**config.mk**
```make
export PLATFORM = sky130hd
export DESIGN_NAME = dd_issue_arbiter
export DESIGN_NICKNAME = d
export VERILOG_FILES = /design/src/rtl/dd_issue_arbiter.sv
export SDC_FILE = /design/constraint.sdc
export NUM_CORES = 1
export LEC_CHECK = 0
export ABC_AREA = 1
export CAP_MARGIN = 20
export CORE_AREA = 3 3 301 303
export CTS_CLUSTER_SIZE = 12
export DETAILED_ROUTE_END_ITERATION = 8
export DIE_AREA = 0 0 304 306
export PLACE_DENSITY = 0.39
export SYNTH_ARGS = -nofsm -noshare
export SYNTH_HDL_FRONTEND = slang
export SYNTH_SLANG_ARGS = --single-unit
```
**constraint.sdc**
```tcl
create_clock -name clk -period 2.01 [get_ports clk]
set_input_delay 0.402 -clock clk [delete_from_list [all_inputs] [get_ports clk]]
set_output_delay 0.402 -clock clk [all_outputs]
set_load 0.02 [all_outputs]
```
**src/rtl/dd_issue_arbiter.sv**
```systemverilog
`default_nettype none
`timescale 1ns/1ps
// ============================================================================
// Module      : dd_issue_arbiter
// Description : Round-robin issue arbiter sharing one pipelined GRU
//               gate-derivative datapath among NREQ hidden-unit requesters.
//               Registered operand drive, LAT-deep tag pipe that routes each
//               returned result to its requester and flags issue/return
//               mismatches on a sticky error output.
//               Optional macro DD_ARB_STATS_EN adds issue_cnt / stall_cnt.
// Revision    : 1.0 - initial release
// ============================================================================
module dd_issue_arbiter #(
    parameter int NREQ    = 4,
    parameter int DATABIT = 16,
    parameter int HTNUM   = 64,
    parameter int LAT     = 6,
    parameter int TAGW    = 2
) (
    input  logic                      clk,
    input  logic                      rst,
    input  logic                      halt,
    input  logic [NREQ-1:0]           req,
    input  logic [NREQ*DATABIT-1:0]   req_rorz,
    input  logic [NREQ*HTNUM-1:0]     req_w,
    input  logic [NREQ*4*DATABIT-1:0] req_dh,
    output logic [NREQ-1:0]           gnt,
    output logic                      dp_en,
    output logic [DATABIT-1:0]        dp_rorz,
    output logic [HTNUM-1:0]          dp_w,
    output logic [DATABIT-1:0]        dp_dh0,
    output logic [DATABIT-1:0]        dp_dh1,
    output logic [DATABIT-1:0]        dp_dh2,
    output logic [DATABIT-1:0]        dp_dh3,
    input  logic                      dp_valid,
    input  logic [DATABIT-1:0]        dp_out,
    output logic [NREQ-1:0]           rsp_valid,
    output logic [DATABIT-1:0]        rsp_data,
`ifdef DD_ARB_STATS_EN
    output logic [31:0]               issue_cnt,
    output logic [31:0]               stall_cnt,
`endif
    output logic                      err
);

    localparam logic [NREQ-1:0] c_one      = NREQ'(1);
    localparam logic [TAGW-1:0] c_last_rst = TAGW'(NREQ - 1);

    // Arbitration state and winner
    logic [TAGW-1:0]      r_last;
    logic                 w_win;
    logic [TAGW-1:0]      w_win_idx;
    logic [TAGW-1:0]      w_cand;

    // Issue registers
    logic                 r_dp_en;
    logic [TAGW-1:0]      r_dp_idx;
    logic [DATABIT-1:0]   r_dp_rorz;
    logic [HTNUM-1:0]     r_dp_w;
    logic [4*DATABIT-1:0] r_dp_dh;

    // Tag pipe
    logic [LAT-1:0]       r_tag_vld;
    logic [TAGW-1:0]      r_tag_idx [LAT];
    logic                 w_head_vld;
    logic [TAGW-1:0]      w_head_idx;

    // Return registers
    logic [NREQ-1:0]      r_rsp_valid;
    logic [DATABIT-1:0]   r_rsp_data;
    logic                 r_err;

    // Round-robin scan starting just after the last granted requester
    always_comb begin
        int j;
        j         = 0;
        w_cand    = '0;
        w_win     = 1'b0;
        w_win_idx = '0;
        for (int k = 1; k <= NREQ; k++) begin
            j = int'(r_last) + k;
            if (j >= NREQ) begin
                j = j - NREQ;
            end
            w_cand = TAGW'(j);
            if (!w_win && req[w_cand]) begin
                w_win     = 1'b1;
                w_win_idx = w_cand;
            end
        end
        if (halt || rst) begin
            w_win = 1'b0;
        end
    end

    assign gnt = w_win ? (c_one << w_win_idx) : '0;

    // Latch the winner's operands and advance the round-robin pointer
    always_ff @(posedge clk) begin
        if (rst) begin
            r_last    <= c_last_rst;
            r_dp_en   <= 1'b0;
            r_dp_idx  <= '0;
            r_dp_rorz <= '0;
            r_dp_w    <= '0;
            r_dp_dh   <= '0;
        end else begin
            r_dp_en <= w_win;
            if (w_win) begin
                r_last    <= w_win_idx;
                r_dp_idx  <= w_win_idx;
                r_dp_rorz <= req_rorz[w_win_idx*DATABIT +: DATABIT];
                r_dp_w    <= req_w[w_win_idx*HTNUM +: HTNUM];
                r_dp_dh   <= req_dh[w_win_idx*4*DATABIT +: 4*DATABIT];
            end
        end
    end

    assign dp_en   = r_dp_en;
    assign dp_rorz = r_dp_rorz;
    assign dp_w    = r_dp_w;
    assign dp_dh0  = r_dp_dh[0*DATABIT +: DATABIT];
    assign dp_dh1  = r_dp_dh[1*DATABIT +: DATABIT];
    assign dp_dh2  = r_dp_dh[2*DATABIT +: DATABIT];
    assign dp_dh3  = r_dp_dh[3*DATABIT +: DATABIT];

    // Shift issued tags alongside the datapath so the head meets dp_valid
    always_ff @(posedge clk) begin
        if (rst) begin
            r_tag_vld <= '0;
            for (int i = 0; i < LAT; i++) begin
                r_tag_idx[i] <= '0;
            end
        end else begin
            r_tag_vld[0] <= r_dp_en;
            r_tag_idx[0] <= r_dp_idx;
            for (int i = 1; i < LAT; i++) begin
                r_tag_vld[i] <= r_tag_vld[i-1];
                r_tag_idx[i] <= r_tag_idx[i-1];
            end
        end
    end

    assign w_head_vld = r_tag_vld[LAT-1];
    assign w_head_idx = r_tag_idx[LAT-1];

    // Route matched returns to their requester; any mismatch sets sticky err
    always_ff @(posedge clk) begin
        if (rst) begin
            r_rsp_valid <= '0;
            r_rsp_data  <= '0;
            r_err       <= 1'b0;
        end else begin
            r_rsp_valid <= '0;
            if (w_head_vld && dp_valid) begin
                r_rsp_valid <= c_one << w_head_idx;
                r_rsp_data  <= dp_out;
            end
            if (w_head_vld != dp_valid) begin
                r_err <= 1'b1;
            end
        end
    end

    assign rsp_valid = r_rsp_valid;
    assign rsp_data  = r_rsp_data;
    assign err       = r_err;

`ifdef DD_ARB_STATS_EN
    logic [31:0] r_issue_cnt;
    logic [31:0] r_stall_cnt;

    // Saturating counters of issue cycles and requested-but-ungranted cycles
    always_ff @(posedge clk) begin
        if (rst) begin
            r_issue_cnt <= '0;
            r_stall_cnt <= '0;
        end else begin
            if (r_dp_en && (r_issue_cnt != 32'hFFFF_FFFF)) begin
                r_issue_cnt <= r_issue_cnt + 32'd1;
            end
            if ((|req) && !w_win && (r_stall_cnt != 32'hFFFF_FFFF)) begin
                r_stall_cnt <= r_stall_cnt + 32'd1;
            end
        end
    end

    assign issue_cnt = r_issue_cnt;
    assign stall_cnt = r_stall_cnt;
`endif

endmodule
`default_nettype wire

```
==> results.toml, run 1 <==
[drt]
via_count = 17780
wl_mm = 80.02
dr.pass1.iters = 5
vias_per_cell = 3.922
drcViolationCount = 0
wl_per_cell_um = 17.65
drt-initial-drc-count = 962
antenna_left = 0

[yosys]
yosys_warnings = 0
yosysSeqAreaShare = 0.2742
syn_inst = 2534
ys_ff_latch = 188
yosysTopAreaCell = "dfxtp_1"
avgSynthCellArea_um2 = 5.418
synth_flop_cell = "dfxtp_1"
syn-num-nets = 3135
synth_enable_flop_cells = 0
yosysMostFrequentCell = "inv_1"
async_flop_share = 0
yosysTopAreaCellShare = 0.2742
yosys-top-cells-area = "dfxtp_1 (27%), nand3_1 (27%), inv_1 (20%)"
yosysUniqueCellTypes = 22
syn_area_um2 = 13730
synth_commonest_cells = "inv_1 (745), nand3_1 (727), nand2_1 (607), dfxtp_1 (188), clkbuf_1 (74)"

[place]
port_buffers = 769
place_ws_ps = -895.2
dp_hpwl_mm = 61.76
placedInstanceArea_um2 = 23950
gp_congestion = 0.8713

[power_and_ir_drop]
power_mw = 38.27
p_int_mw = 20.24
p_clk_frac = 0.102
vdd_ir_drop_max_mv = 0.7704
swShare = 0.4710
power_density_nw_per_um2 = 1491
p_seq_frac = 0.145
p_sw_mw = 18.03
power_leakage_nw = 13.69
power_frac_comb = 0.753

[timing]
rsz0062_at_grt = "yes"
finalCritPeriodShare = 1.276
fin_worst_skew_ps = 12.70
min_period_ps = 2564
tightest_slew_ps = 564.6
setup_ws_ps = -554.1
hold_violations = 0
setup_tns_ps = -36340
slew_viol_final = 0
clock.fmax_ghz = 0.3900
max-slew-margin-rel = 0.6232
setup_viol = 148

[grt]
first_global_vias = 18160
grt_max_degree = 63
grt_overflow = 0
antenna_found_initial = 12
grt_first_pass_wirelength_mm = 117.3
grt.total_usage = 0.1673

[run_status]
violations = "setup timing"
status = "finished, violations left"

[floorplan]
die_area_um2 = 93020
die_h_um = 306
start_util = 0.1556
core_um2 = 88240
fp.dieW_um = 304
rows = 109
num_io_pins = 770

[worst_hold_path]
hold_class = "flop to flop"

[critical_path]
crit_arrival_ps = 2160
critPathLaunchType = "flop"
cp-end-kind = "output pin"
crit_path_max_fanout = 5
worstSetupPathType = "flop to output pin"
cp.required_ps = 1610

[finish]
multi_input_area_um2 = 6654
fillCellCount = 9915
drive_gt1_frac = 0.08450
design_area_um2 = 25660
syn_to_final_growth_pct = 86.95
final_core_util = 0.2909
register_area_um2 = 3771
fin_nets = 3949

[clock_tree]
cts_made_buffers = 17
clock_sinks = 188
clockRootBuffer = "clkbuf_16"
cts_tree = "built"
hold_buffers = 0
clock_latency_ps = 510
cts_buffer_depth = 2
h-tree-depth = 4
clkTransAtPathRegs_ps = 90

[run]
drv_cap = 0
[final timing paths]
| check | end | cells after the start | from | slack [ps] |
|---|---|---|---|---|
| min | r_tag_idx[0][3] | 2 | r_tag_idx[0][1] | 410 |
| max reg2reg | r_dp_dh[29] | 18 | r_last[0] | -350 |
| min reg2reg | r_tag_idx[0][3] | 2 | r_tag_idx[0][1] | 410 |
| max | gnt[2] | 13 | r_last[0] | -550 |
[what timing repair did]
item / CTS / global route
setup endpoints to repair: 173 / 154
cloned: 15 / 0
pin swaps: 21 / 13
buffers inserted: 18 / 5
resized for setup: 101 / 27
[cells by family (layout without fill, tap and decap cells)]
| kind of cell | count (synthesis) | count (layout) | synth area share |
|---|---|---|---|
| compound gates | 21 | 21 | 0.008476 |
| simple gates | 1410 | 1410 | 0.4542 |
| fa+ha+maj | 1 | 1 | 0.0009113 |
| flops | 188 | 188 | 0.2742 |
| other cells | 0 | 8 | 0 |
| buf+inv | 914 | 1741 | 0.2622 |
[area by class of cell]
type | count | area share
tap | 1165 | 0.05680
inverter | 750 | 0.1108
multi-input combinational | 1432 | 0.2593
sequential | 188 | 0.1469
clock inverter | 15 | 0.008775
timing repair buffer | 959 | 0.4001
clock buffer | 17 | 0.01658
antenna | 8 | 0.0007800
[flip-flops by register name, indices dropped and copies added (netlist names), 2 cells and up]
signal and cells:
rsp_data 16, rsp_valid 4, r_last 2, r_dp_idx 2, r_tag_idx 12, dp_w 64, dp_rorz 16, r_tag_vld 6
r_dp_dh 64
[routing by layer]
metal  wire length, um  up-vias  track usage
met4              1784        4      0.05114
met2             39920      516       0.2948
met3              4513       74      0.04165
li1                  -     9147            -
met5                18        -            0
met1             33790     8042       0.1997
[power by group through the flow]
stage	Sequential, mW	Combinational [mW]	Clock [mW]
finish	5.56	28.8	3.91
detailed placement	5.60	23.8	0
floorplan	6.79	11.7	0
CTS	5.55	29.0	4.16
global placement	5.60	24.0	0
global route	5.69	31.3	4.23
[per-stage QoR]
| stage | hold WS (ps) | instances |
|---|---|---|
| detailed placement | 395.6 | 4456 |
| floorplan | 388.3 | 2534 |
| global route | 422.9 | 4529 |
| finish | 408.2 | 4534 |
| CTS | 392.6 | 4521 |
| global placement | 390.8 | 4456 |
[worst max-delay path, cell delays in order, from the launching register on]
cell	delay [ps]
dfxtp_4	390
buf_12	150
nand2_4	60
nand2_4	80
nand2_4	80
nand2_4	60
nor2_4	90
nand2_4	70
nand2_8	90
nand2_8	60
inv_8	60
nand2_4	50
a31oi_4	230
buf_12	170
[cells in the final DEF, fill, tap and decap left out, types with 17 or more instances in the layout]
cell               n
dfxtp_1          186
clkdlybuf4s50_1  735
dlygate4sd2_1     24
inv_1            743
nand2_1          587
buf_12            52
nor2_1            57
o21ai_0           17
nand3_1          715
buf_4            103
clkbuf_16         17
No activity file was read; power rests on OpenSTA's default activity.
==> inputs of run 2 (changes only) <==
- RECOVER_POWER: default -> 100
==> results.toml, run 2 (synthesis gave the netlist of run 1 again) <==
[drt]
dr.pass1.iters = 5
drcViolationCount = 0
antenna_left = 0
wl_mm = 80.02
via_count = 17780
wl_per_cell_um = 17.65
vias_per_cell = 3.920
drt-initial-drc-count = 946

[timing]
hold_violations = 0
hold_ws_ps = 408.3
setup_tns_ps = -36720
rsz0062_at_grt = "yes"
clock.fmax_ghz = 0.3905
setup_viol = 155
finalCritPeriodShare = 1.274
min_period_ps = 2561
tightest_slew_ps = 981.4
slew_viol_final = 0
setup_ws_ps = -550.6
fin_worst_skew_ps = 14.80
max-slew-margin-rel = 0.3457

[clock_tree]
clockRootBuffer = "clkbuf_16"
hold_buffers = 0
h-tree-depth = 4
cts_tree = "built"
cts_buffer_depth = 2
cts_made_buffers = 17
clkTransAtPathRegs_ps = 90
clock_latency_ps = 510
clock_sinks = 188

[finish]
final_cell_mix = "inv_1 (743), clkdlybuf4s50_1 (734), nand3_1 (715)"
syn_to_final_growth_pct = 86.58
final_core_util = 0.2903
mostFrequentLayoutCell = "inv_1"
fin_nets = 3949
fillCellCount = 9918
final_cells = 4534
design_area_um2 = 25610
drive_gt1_frac = 0.08420

[run_status]
status = "finished, violations left"
violations = "setup timing"

[worst_hold_path]
min_delay_path_depth = 2
hold_class = "flop to flop"
hold_path_end = "r_tag_idx[0][3]"
holdCritStartpoint = "r_tag_idx[0][1]"

[critical_path]
crit_arrival_ps = 2160
crit_path_max_fanout = 5
reg2reg_to = "r_dp_dh[29]"
r2r_cells = 18
cp-end-kind = "output pin"
critPathLaunchType = "flop"
cp.required_ps = 1610
rrSetupSlack_ps = -350
worstSetupPathType = "flop to output pin"
r2r-start = "r_last[0]"

[grt]
grt_max_degree = 63
grt_overflow = 0
grt_first_pass_wirelength_mm = 117.3
antenna_found_initial = 12
first_global_vias = 18160
grt.total_usage = 0.1673

[power_and_ir_drop]
swShare = 0.4714
vdd_ir_drop_max_mv = 0.7805
p_clk_frac = 0.102
p_sw_mw = 18.03
p_seq_frac = 0.145
p_int_mw = 20.21
power_mw = 38.24
power_leakage_nw = 13.59
power_frac_comb = 0.753
power_density_nw_per_um2 = 1493

[floorplan]
start_util = 0.1556
die_area_um2 = 93020
die_h_um = 306
num_io_pins = 770
core_um2 = 88240
fp.dieW_um = 304
rows = 109

[place]
port_buffers = 769
place_ws_ps = -895.2
dp_hpwl_mm = 61.76
placedInstanceArea_um2 = 23950
gp_congestion = 0.8713
place_inst = 4456

[run]
drv_cap = 0
[run 2: critical path, stage by stage, from the launching register on]
cell and delay (ps):
dfxtp_4 390, buf_12 150, nand2_4 60, nand2_4 80, nand2_4 80, nand2_4 60
nor2_4 90, nand2_4 70, nand2_8 90, nand2_8 60, inv_8 60, nand2_4 50
a31oi_4 230, buf_12 170
[run 2: layer usage]
metal	part of all wire	track usage	up-vias
li1	-	-	9148
met1	0.42	0.1997	8033
met2	0.50	0.2948	516
met3	0.057	0.04165	74
met4	0.022	0.05114	4
met5	0.00022	0	-
[run 2: how the worst max path moves through the flow]
stage	start	end	cells after the start
after floorplan	r_last[0]	gnt[2]	15
after global placement	req[3]	dp_rorz[15]	15
after detailed placement	req[3]	dp_rorz[15]	15
after CTS	r_last[0]	gnt[2]	13
after global routing	r_last[0]	gnt[2]	13
final	r_last[0]	gnt[2]	13
[run 2: repair_timing]
action | 4_1_cts | 5_1_grt
gates cloned | 15 | 0
pin swaps | 21 | 13
resized for setup | 101 | 27
setup buffers | 18 | 5
setup endpoints to repair | 173 | 154
[run 2: layout make-up]
cell class | instances | area (um2) | share of cell area
Sequential cell | 188 | 3771 | 0.1472
Antenna cell | 8 | 20.02 | 0.0007816
Inverter | 750 | 2841 | 0.1109
Clock buffer | 17 | 425.4 | 0.01661
Clock inverter | 15 | 225.2 | 0.008792
Multi-Input combinational cell | 1432 | 6654 | 0.2598
Tap cell | 1165 | 1458 | 0.05691
Timing Repair Buffer | 959 | 10220 | 0.3990
[run 2: power by group through the flow]
stage                     logic (mW)  registers [mW]  clock network (mW)
after detailed placement        23.8            5.60                   0
after global placement          24.0            5.60                   0
final                           28.8            5.56                3.91
after global routing            31.3            5.69                4.23
after CTS                       29.0            5.55                4.16
after floorplan                 11.7            6.79                   0
==> inputs of run 3 (changes only) <==
- CAP_MARGIN: 20 -> 10
==> results of run 3 <==
The final DEF is identical to that of run 2; final timing and power are the same.
